### src/rtl/axi_frontend_loader.sv
`default_nettype none
// ============================================================================
// Module   : axi_frontend_loader
// Purpose  : AXI4 write initiator for the NutShell frontend slave port.
//            Turns a host command (start address + word count) and a word
//            stream into INCR write bursts into guest memory. Bursts never
//            cross a 4 KB page and only one burst is in flight at a time.
//            Used to preload program images and to inject data at run time.
// Ports    : clk, rst (sync, active-low)
//            cmd_valid/cmd_ready/cmd_addr/cmd_len - command channel
//            s_valid/s_ready/s_data               - word stream in
//            busy/done/error                      - status
//            m_axi_aw* / m_axi_w* / m_axi_b*      - AXI4 write master
// Revision : 1.0 - initial release
// ============================================================================
module axi_frontend_loader #(
   parameter int          ADDR_WIDTH = 32,
   parameter int          DATA_WIDTH = 64,
   parameter int          ID_WIDTH   = 1,
   parameter int unsigned AXI_ID     = 0,
   parameter int          MAX_BURST  = 16
) (
   input  logic                    clk,
   input  logic                    rst,
   // command channel
   input  logic                    cmd_valid,
   output logic                    cmd_ready,
   input  logic [ADDR_WIDTH-1:0]   cmd_addr,
   input  logic [31:0]             cmd_len,
   // data stream
   input  logic                    s_valid,
   output logic                    s_ready,
   input  logic [DATA_WIDTH-1:0]   s_data,
   // status
   output logic                    busy,
   output logic                    done,
   output logic                    error,
   // AXI write address channel
   output logic                    m_axi_awvalid,
   input  logic                    m_axi_awready,
   output logic [ADDR_WIDTH-1:0]   m_axi_awaddr,
   output logic [ID_WIDTH-1:0]     m_axi_awid,
   output logic [7:0]              m_axi_awlen,
   output logic [2:0]              m_axi_awsize,
   output logic [1:0]              m_axi_awburst,
   output logic                    m_axi_awlock,
   output logic [3:0]              m_axi_awcache,
   output logic [2:0]              m_axi_awprot,
   output logic [3:0]              m_axi_awqos,
   // AXI write data channel
   output logic                    m_axi_wvalid,
   input  logic                    m_axi_wready,
   output logic [DATA_WIDTH-1:0]   m_axi_wdata,
   output logic [DATA_WIDTH/8-1:0] m_axi_wstrb,
   output logic                    m_axi_wlast,
   // AXI write response channel
   input  logic                    m_axi_bvalid,
   output logic                    m_axi_bready,
   input  logic [1:0]              m_axi_bresp,
   input  logic [ID_WIDTH-1:0]     m_axi_bid
);

   localparam int BYTES = DATA_WIDTH / 8;
   localparam int SIZE  = $clog2(BYTES);

   typedef enum logic [2:0] {
      S_IDLE = 3'd0,
      S_AW   = 3'd1,
      S_W    = 3'd2,
      S_B    = 3'd3,
      S_FIN  = 3'd4
   } state_t;

   // Beats for the next burst: limited by words left, MAX_BURST and the
   // distance to the next 4 KB page boundary. Only the page offset of the
   // address matters. Result is 1..256 whenever rem != 0.
   function automatic logic [8:0] calc_beats(input logic [11:0] a_lo,
                                             input logic [31:0] rem);
      logic [12:0] to_page;
      logic [12:0] page_beats;
      logic [31:0] b;
      to_page    = 13'd4096 - {1'b0, a_lo};
      page_beats = to_page >> SIZE;
      b          = rem;
      if (b > 32'(MAX_BURST)) begin
         b = 32'(MAX_BURST);
      end
      if (b > {19'd0, page_beats}) begin
         b = {19'd0, page_beats};
      end
      return b[8:0];
   endfunction

   state_t                 state_q;
   logic [ADDR_WIDTH-1:0]  addr_q;
   logic [31:0]            rem_q;
   logic [8:0]             beats_q;
   logic [7:0]             awlen_q;
   logic [7:0]             beat_q;
   logic                   awvalid_q;
   logic                   bready_q;
   logic                   busy_q;
   logic                   done_q;
   logic                   error_q;

   logic [ADDR_WIDTH-1:0]  cmd_addr_al;
   logic [8:0]             cmd_beats_d;
   logic [8:0]             next_beats_d;
   logic                   w_hs;
   logic                   last_beat;

   // Word-align the command address by dropping the byte-lane bits.
   assign cmd_addr_al  = {cmd_addr[ADDR_WIDTH-1:SIZE], {SIZE{1'b0}}};
   assign cmd_beats_d  = calc_beats(cmd_addr_al[11:0], cmd_len);
   // Sized from the already-advanced address/remaining while in B.
   assign next_beats_d = calc_beats(addr_q[11:0], rem_q);

   // Write data is a straight pass-through of the stream; no buffering.
   assign m_axi_wvalid = (state_q == S_W) && s_valid;
   assign s_ready      = (state_q == S_W) && m_axi_wready;
   assign m_axi_wdata  = s_data;
   assign m_axi_wstrb  = '1;
   assign last_beat    = (beat_q == awlen_q);
   assign m_axi_wlast  = (state_q == S_W) && last_beat;
   assign w_hs         = m_axi_wvalid && m_axi_wready;

   assign cmd_ready     = (state_q == S_IDLE);
   assign busy          = busy_q;
   assign done          = done_q;
   assign error         = error_q;

   assign m_axi_awvalid = awvalid_q;
   assign m_axi_awaddr  = addr_q;
   assign m_axi_awid    = ID_WIDTH'(AXI_ID);
   assign m_axi_awlen   = awlen_q;
   assign m_axi_awsize  = 3'(SIZE);
   assign m_axi_awburst = 2'b01;
   assign m_axi_awlock  = 1'b0;
   assign m_axi_awcache = 4'd0;
   assign m_axi_awprot  = 3'd0;
   assign m_axi_awqos   = 4'd0;
   assign m_axi_bready  = bready_q;

   // The response ID and the byte-lane address bits carry no information.
   logic unused_inputs;
   assign unused_inputs = ^{m_axi_bid, cmd_addr[SIZE-1:0]};

   always_ff @(posedge clk) begin
      if (!rst) begin
         state_q   <= S_IDLE;
         addr_q    <= '0;
         rem_q     <= '0;
         beats_q   <= '0;
         awlen_q   <= '0;
         beat_q    <= '0;
         awvalid_q <= 1'b0;
         bready_q  <= 1'b0;
         busy_q    <= 1'b0;
         done_q    <= 1'b0;
         error_q   <= 1'b0;
      end else begin
         done_q <= 1'b0;
         case (state_q)
            S_IDLE: begin
               if (cmd_valid) begin
                  addr_q  <= cmd_addr_al;
                  rem_q   <= cmd_len;
                  error_q <= 1'b0;
                  busy_q  <= 1'b1;
                  if (cmd_len == 32'd0) begin
                     state_q <= S_FIN;
                  end else begin
                     beats_q   <= cmd_beats_d;
                     // beats of 256 wraps to 0 in 8 bits, giving awlen 255
                     awlen_q   <= cmd_beats_d[7:0] - 8'd1;
                     awvalid_q <= 1'b1;
                     state_q   <= S_AW;
                  end
               end
            end
            S_AW: begin
               if (m_axi_awready) begin
                  awvalid_q <= 1'b0;
                  beat_q    <= 8'd0;
                  state_q   <= S_W;
               end
            end
            S_W: begin
               if (w_hs) begin
                  beat_q <= beat_q + 8'd1;
                  if (last_beat) begin
                     rem_q    <= rem_q - {23'd0, beats_q};
                     addr_q   <= addr_q + ({{(ADDR_WIDTH-9){1'b0}}, beats_q} << SIZE);
                     bready_q <= 1'b1;
                     state_q  <= S_B;
                  end
               end
            end
            S_B: begin
               if (m_axi_bvalid) begin
                  bready_q <= 1'b0;
                  if (m_axi_bresp != 2'b00) begin
                     error_q <= 1'b1;
                  end
                  if (rem_q != 32'd0) begin
                     beats_q   <= next_beats_d;
                     awlen_q   <= next_beats_d[7:0] - 8'd1;
                     awvalid_q <= 1'b1;
                     state_q   <= S_AW;
                  end else begin
                     state_q <= S_FIN;
                  end
               end
            end
            S_FIN: begin
               // First FIN cycle raises done; the second returns to IDLE,
               // so busy drops and cmd_ready rises right after the pulse.
               if (!done_q) begin
                  done_q <= 1'b1;
               end else begin
                  busy_q  <= 1'b0;
                  state_q <= S_IDLE;
               end
            end
            default: begin
               state_q <= S_IDLE;
            end
         endcase
      end
   end

endmodule
`default_nettype wire

### config.mk
export PLATFORM = sky130hd
export DESIGN_NAME = axi_frontend_loader
export DESIGN_NICKNAME = d
export VERILOG_FILES = /design/src/rtl/axi_frontend_loader.sv
export SDC_FILE = /design/constraint.sdc
export NUM_CORES = 1
export LEC_CHECK = 0
export CAP_MARGIN = 30
export CORE_UTILIZATION = 45
export DETAILED_ROUTE_END_ITERATION = 12
export GPL_ROUTABILITY_DRIVEN = 1
export GPL_TIMING_DRIVEN = 0
export PLACE_DENSITY = 0.85
export SETUP_SLACK_MARGIN = 0.2
export SYNTH_ARGS = -nofsm -noshare
export SYNTH_HDL_FRONTEND = slang
export SYNTH_SLANG_ARGS = --single-unit
export TNS_END_PERCENT = 30
### constraint.sdc
create_clock -name clk -period 8.2 [get_ports clk]
set_input_delay 1.64 -clock clk [delete_from_list [all_inputs] [get_ports clk]]
set_output_delay 1.64 -clock clk [all_outputs]
set_load 0.02 [all_outputs]
# Yosys cells after proc, flatten, opt, wreduce, memory -nomap -nowiden
# Index checks and enable logic that the tools add are counted.
dict set report classes {
  add_sub_neg 7
  n_eq_ne 14
  mux 52
  n_reduce_logical 23
  magnitude_cmp 4
}
# operator n
set ops {}
lappend ops {{$mux 32} 8}
lappend ops {{$pmux 32 s2} 2}
lappend ops {{$gt 32x10->1} 2}
lappend ops {{$gt 32x5->1 const B} 2}
lappend ops {{$mux 9} 6}
lappend ops {{$mux 8} 6}
lappend ops {{$add 32x12->32} 1}
lappend ops {{$logic_not 32->1} 1}
lappend ops {{$pmux 8 s2} 2}
lappend ops {{$reduce_bool 32->1} 1}
lappend ops {{$sub 32x9->32} 1}
lappend ops {{$sub 13x12->13 const A} 2}
lappend ops {{$mux 3} 8}
lappend ops {{$ne 2x2->1 const B} 9}
lappend ops {{$pmux 9 s2} 1}
lappend ops {{$sub 8x1->8 const B} 2}
lappend ops {{$pmux 3 s5} 1}
lappend ops {{$mux 1} 14}
lappend ops {{$reduce_and 4->1} 3}
lappend ops {{$reduce_and 6->1} 2}
lappend ops {{$reduce_bool 2->1} 6}
lappend ops {{$add 8x1->8 const B} 1}
lappend ops {{$eq 8x8->1} 1}
lappend ops {{$eq 3x2->1 const B} 2}
lappend ops {{other kinds (10)} 16}
dict set report word_totals {
  output_inout_bits 139
  wordCells 111
  ff_bits 97
  input_bits 138
}

# Logic depth before layout (Yosys ltp)
dict set report depth {
  depth_word 8
  mapped_depth 19
  ltp_nobuf 17
}

# Least setup slack after synthesis
# Ideal clock, no wire load.
dict set report synth_path {
  kind {input -> register}
  start {input port cmd_addr[7]}
  end {register awlen_q[6] (netlist: m_axi_awlen[6])}
  t_arrival_ns 4.888
  setup_slack_ns 3.232
  path_buffers 0
  t_required_ns 8.121
  cell_stages 15
  setup_ns 0.079
  path_cell_list {or3_1 > or2_2 > nor3_1 > nand2_1 > xnor2_1 > ha_1 > and4_1 > nand3_1 > o221ai_1 > a21o_1 > a211o_1 > a222oi_1 > nand3_1 > xor2_1 > a211oi_2}
}
dict set report synth_via {
  elab_chain_cells 7
}
# item line
set synth_rtl {}
lappend synth_rtl {{from (decl)} 28} ;# input logic [ADDR_WIDTH-1:0] cmd_addr,
lappend synth_rtl {{$sub 13x12->13 (*)} 82} ;# to_page = 13'd4096 - {1'b0, a_lo};
lappend synth_rtl {{$gt 32x10->1} 88} ;# if (b > {19'd0, page_beats}) begin
lappend synth_rtl {{$mux 9 (*)} 88}
lappend synth_rtl {{$sub 8x1->8 (*)} 175} ;# awlen_q <= cmd_beats_d[7:0] - 8'd1;
lappend synth_rtl {{$mux 8 (*)} 170} ;# if (cmd_len == 32'd0) begin
lappend synth_rtl {{$mux 8 (*)} 165} ;# if (cmd_valid) begin
lappend synth_rtl {{$pmux 8 s2 (*)} 163} ;# case (state_q)
lappend synth_rtl {{to (signal assigned)} 175}
lappend synth_rtl {{to (signal assigned)} 207} ;# awlen_q <= next_beats_d[7:0] - 8'd1;
lappend synth_rtl {{to (decl)} 98} ;# logic [7:0] awlen_q;
# Every way passes the cells marked *; elsewhere a longest branch is shown, timed or not. The select of a mux whose other input is x is not followed.
# A chain may end at the register's enable or synchronous reset.

# Worst setup path after layout
dict set report layout_path {
  start {input port cmd_len[29]}
  end {register awlen_q[6] (netlist: m_axi_awlen[6])}
}
dict set report layout_via {
  elab_chain_cells 8
  elab_cells_between_ends 11
  classes_between {add/sub (1); order compare (2); eq/ne (1); mux (5); reduce/logical (2)}
}
# item line
set layout_rtl {}
lappend layout_rtl {{from (decl)} 29} ;# input logic [31:0] cmd_len,
lappend layout_rtl {{$gt 32x5->1} 85} ;# if (b > 32'(MAX_BURST)) begin
lappend layout_rtl {{$mux 32} 85}
lappend layout_rtl {{$gt 32x10->1} 88}
lappend layout_rtl {{$mux 9} 88}
lappend layout_rtl {{$sub 8x1->8} 175}
lappend layout_rtl {{$mux 8} 170}
lappend layout_rtl {{$mux 8} 165}
lappend layout_rtl {{$pmux 8 s2} 163}
# Several ways; a longest one is shown, not always the timed one. The select of a mux whose other input is x is not followed.

==> impl_metrics.yaml <==
run_status:
  outcome: "finished, final reports clean"
timing:
  skew_ns: 0.00675
  fin_crit_sh_pct: 72.3
  setup_violations: 0
  fin_crit_ns: 5.93
  whs_ns: 0.486
  relSlewSlack_pct: 29.8
  worstMarginPinSlew_ns: 1.04
  hold_viol: 0
  drv_slew: 0
  max_freq_ghz: 0.169
  rsz0062_at_grt: "no"
  tns_ns: 0
clocking:
  numCtsBuffers: 9
  clock_latency_ns: 0.36
  ctsHoldBuffers: 0
  clock_sink_count: 94
  cts_htree_levels: 3
  clockBufferDepth: 2
  cts_root_buf: "clkbuf_16"
  clk_pin_slew_worst_paths_ns: 0.07
  cts_resized: 0
  post_cts.repair.setup_buffers: 0
  cts_tree: "done"
detailed_routing:
  drt_iter0_markers: 824
  vias_per_cell: 5.92
  postRouteAntennaNets: 0
  routedWlPerCell_um: 18.1
  first_pass_iters: 5
  drc: 0
  wirelength_um: 26500
  vias: 8668
grt:
  antenna_found_initial: 0
  grt_pass1_wl_um: 41000
  grt_max_degree: 18
  grt_busiest_layer: "met2"
  first_global_vias: 8033
  grt_overflow: 0
  use_met3_pct: 6.33
  grt_use_met2_pct: 47.1
  grtUsageMet1_pct: 37.1
  grt_use_total_pct: 29.6
hold_path:
  hp-start: "m_axi_awvalid$_SDFFE_PN0P_"
  hold_path.class: "reg -> reg"
setup_path:
  rr_startpoint: "rem_q[17]$_SDFFE_PN0P_"
  crit_arrival_ns: 6.21
  cp-end-kind: "register"
  required_ns: 8.48
  worstSetupStartpoint: "cmd_len[29]"
  cp_max_fo: 10
  worstSetupStartpointType: "input pin"
  critPathKind: "in -> reg"
power_and_ir_drop:
  intPower_mw: 1.11
  sw_frac_of_total_pct: 42.9
  p_leak_nw: 4.02
  netSwitchingPower_mw: 0.835
  clkPwrFrac_pct: 21.1
  power.density_nw_per_um2: 194
  seq_power_share_pct: 30.2
  comb_power_share_pct: 48.7
  peakVddDrop_v: 0.000123
run:
  maxCapViolations: 0
yosys:
  yosysTopAreaCell: "dfxtp_1"
  synth_edf_count: 0
  ys_warn_count: 0
  syn-instance-count: 1013
  netlist_area_um2: 7550
  post_synth.cell_area_avg_um2: 7.46
  synth_ff_type: "dfxtp_1"
  async_flop_share_pct: 0
  yosysSeqAreaShare_pct: 24.9
  synthTopCellsByArea: "dfxtp_1, buf_4, ha_1"
  netlist-cell-type-count: 69
  ys_seq_elements: 94
  yosysTopAreaCellShare_pct: 24.9
layout:
  final_nets: 1423
  layoutNonFillerInstCount: 1465
  areaGrowthSynthToFinish_pct: 33.0
  layout_commonest_cell: "clkdlybuf4s50_1"
  antenna_cells: 0
  drive_above_1_share_pct: 10.1
  layout_common_cells: "clkdlybuf4s50_1, dfxtp_1, buf_4"
placement:
  dp_cells: 1449
  place.port_buffers: 179
  routabilityCongestion: 0.989
  dpl.hpwl_um: 19900
die:
  die_x_um: 132
  rows: 47
  die_y_um: 132
  die-area_um2: 17300
  core-area_um2: 16500
  initial_core_util_pct: 45.9
  ioPinCount: 277
[critical path: stages]
cell,delay (ns)
clkdlybuf4s50_1,0.45
nor4_1,0.44
nand4_1,0.17
nor2_1,0.72
and2_1,0.23
ha_1,0.24
nor2b_1,0.13
o21a_1,0.15
o21ai_0,0.39
a211oi_1,0.15
a211o_1,0.30
a222oi_1,0.61
nand3_1,0.17
xor2_1,0.18
a211oi_2,0.22
[flip-flops by register name (all words and copies together) (netlist names)]
register	count
done	1
m_axi_awlen	8
beats_q	9
beat_q	8
m_axi_awvalid	1
m_axi_bready	1
state_q	3
error	1
busy	1
m_axi_awaddr	29
rem_q	32
[power by group through the flow]
| stage | Sequential, mW | Combinational, mW | Clock [mW] |
|---|---|---|---|
| finish | 0.588 | 0.948 | 0.411 |
| global route | 0.594 | 1.02 | 0.430 |
| CTS | 0.584 | 0.925 | 0.409 |
| detailed placement | 0.593 | 0.918 | 0 |
| global placement | 0.592 | 0.901 | 0 |
| floorplan | 0.608 | 0.587 | 0 |
[final timing paths]
check | endpoint | slack (ns) | cells past startpoint
worst min register to register | m_axi_awvalid$_SDFFE_PN0P_ | 0.49 | 2
worst max-delay path | m_axi_awlen[6]$_SDFFE_PN0P_ | 2.27 | 15
worst min-delay path | m_axi_awvalid$_SDFFE_PN0P_ | 0.49 | 2
worst max register to register | m_axi_awlen[6]$_SDFFE_PN0P_ | 3.05 | 16
[cell type report]
| class | instances | area [µm²] |
|---|---|---|
| fill | 1529 | 6420 |
| clock inverter | 7 | 58.8 |
| inverter | 37 | 139 |
| sequential | 94 | 1880 |
| timing repair buffer | 179 | 1790 |
| tap | 220 | 275 |
| buffer | 146 | 907 |
| clock buffer | 9 | 225 |
| multi-input combinational | 773 | 4770 |
[metal layers]
layer / part of all wire [%] / wire, µm
met4: 4.2 / 1130
met3: 13 / 3400
met5: 0 / 0
met1: 38 / 10000
met2: 45 / 11900
[through the flow]
stage                     worst slack, ns  util (%)  area, µm²  power (mW)
after global routing                 2.05      61.0      10000        2.04
after floorplan                      3.23         -       7690        1.20
after detailed placement             2.09      59.3       9760        1.51
after CTS                            2.44      61.0      10000        1.92
after global placement               2.14      59.3       9760        1.49
final                                2.27      61.0      10000        1.95
[logic make-up after synthesis]
group / after synthesis / synth area share [%]
buffers and inverters: 183 / 13.8
flip-flops: 94 / 24.9
AO/OA/AOI/OAI: 283 / 24.8
AND/OR/NAND/NOR: 364 / 23.7
adder cells (fa/ha/maj): 45 / 7.65
XOR/XNOR: 37 / 4.29
multiplexers: 5 / 0.662
other: 2 / 0.0994
[cells in the mapped netlist (3+ instances only)]
| master | instances |
|---|---|
| a31oi_1 | 7 |
| a31o_2 | 4 |
| nor2_1 | 85 |
| ha_1 | 43 |
| nand2b_1 | 5 |
| nand3_1 | 30 |
| or2_2 | 5 |
| dfxtp_1 | 94 |
| a311oi_1 | 11 |
| inv_1 | 36 |
| a22oi_1 | 4 |
| xnor2_1 | 10 |
| clkbuf_1 | 49 |
| a21o_1 | 5 |
| nor2b_1 | 10 |
| nor3_1 | 39 |
| o211a_1 | 4 |
| or3_1 | 16 |
| and2_1 | 17 |
| or4_1 | 5 |
| mux2i_1 | 5 |
| o32ai_1 | 3 |
| and3_1 | 10 |
| o22ai_1 | 5 |
| nand4_1 | 14 |
| a211oi_1 | 28 |
| o21ai_0 | 61 |
| o21ai_1 | 3 |
| o31a_1 | 3 |
| a21oi_1 | 70 |
| nor4_1 | 25 |
| buf_4 | 93 |
| nand2_1 | 92 |
| o31ai_1 | 12 |
| a32o_1 | 5 |
| o311ai_0 | 7 |
| and4_1 | 5 |
| a21boi_0 | 4 |
| o21a_1 | 19 |
| xor2_1 | 27 |
| o211ai_1 | 5 |
Note: power is estimated with default switching activity, not from simulation.
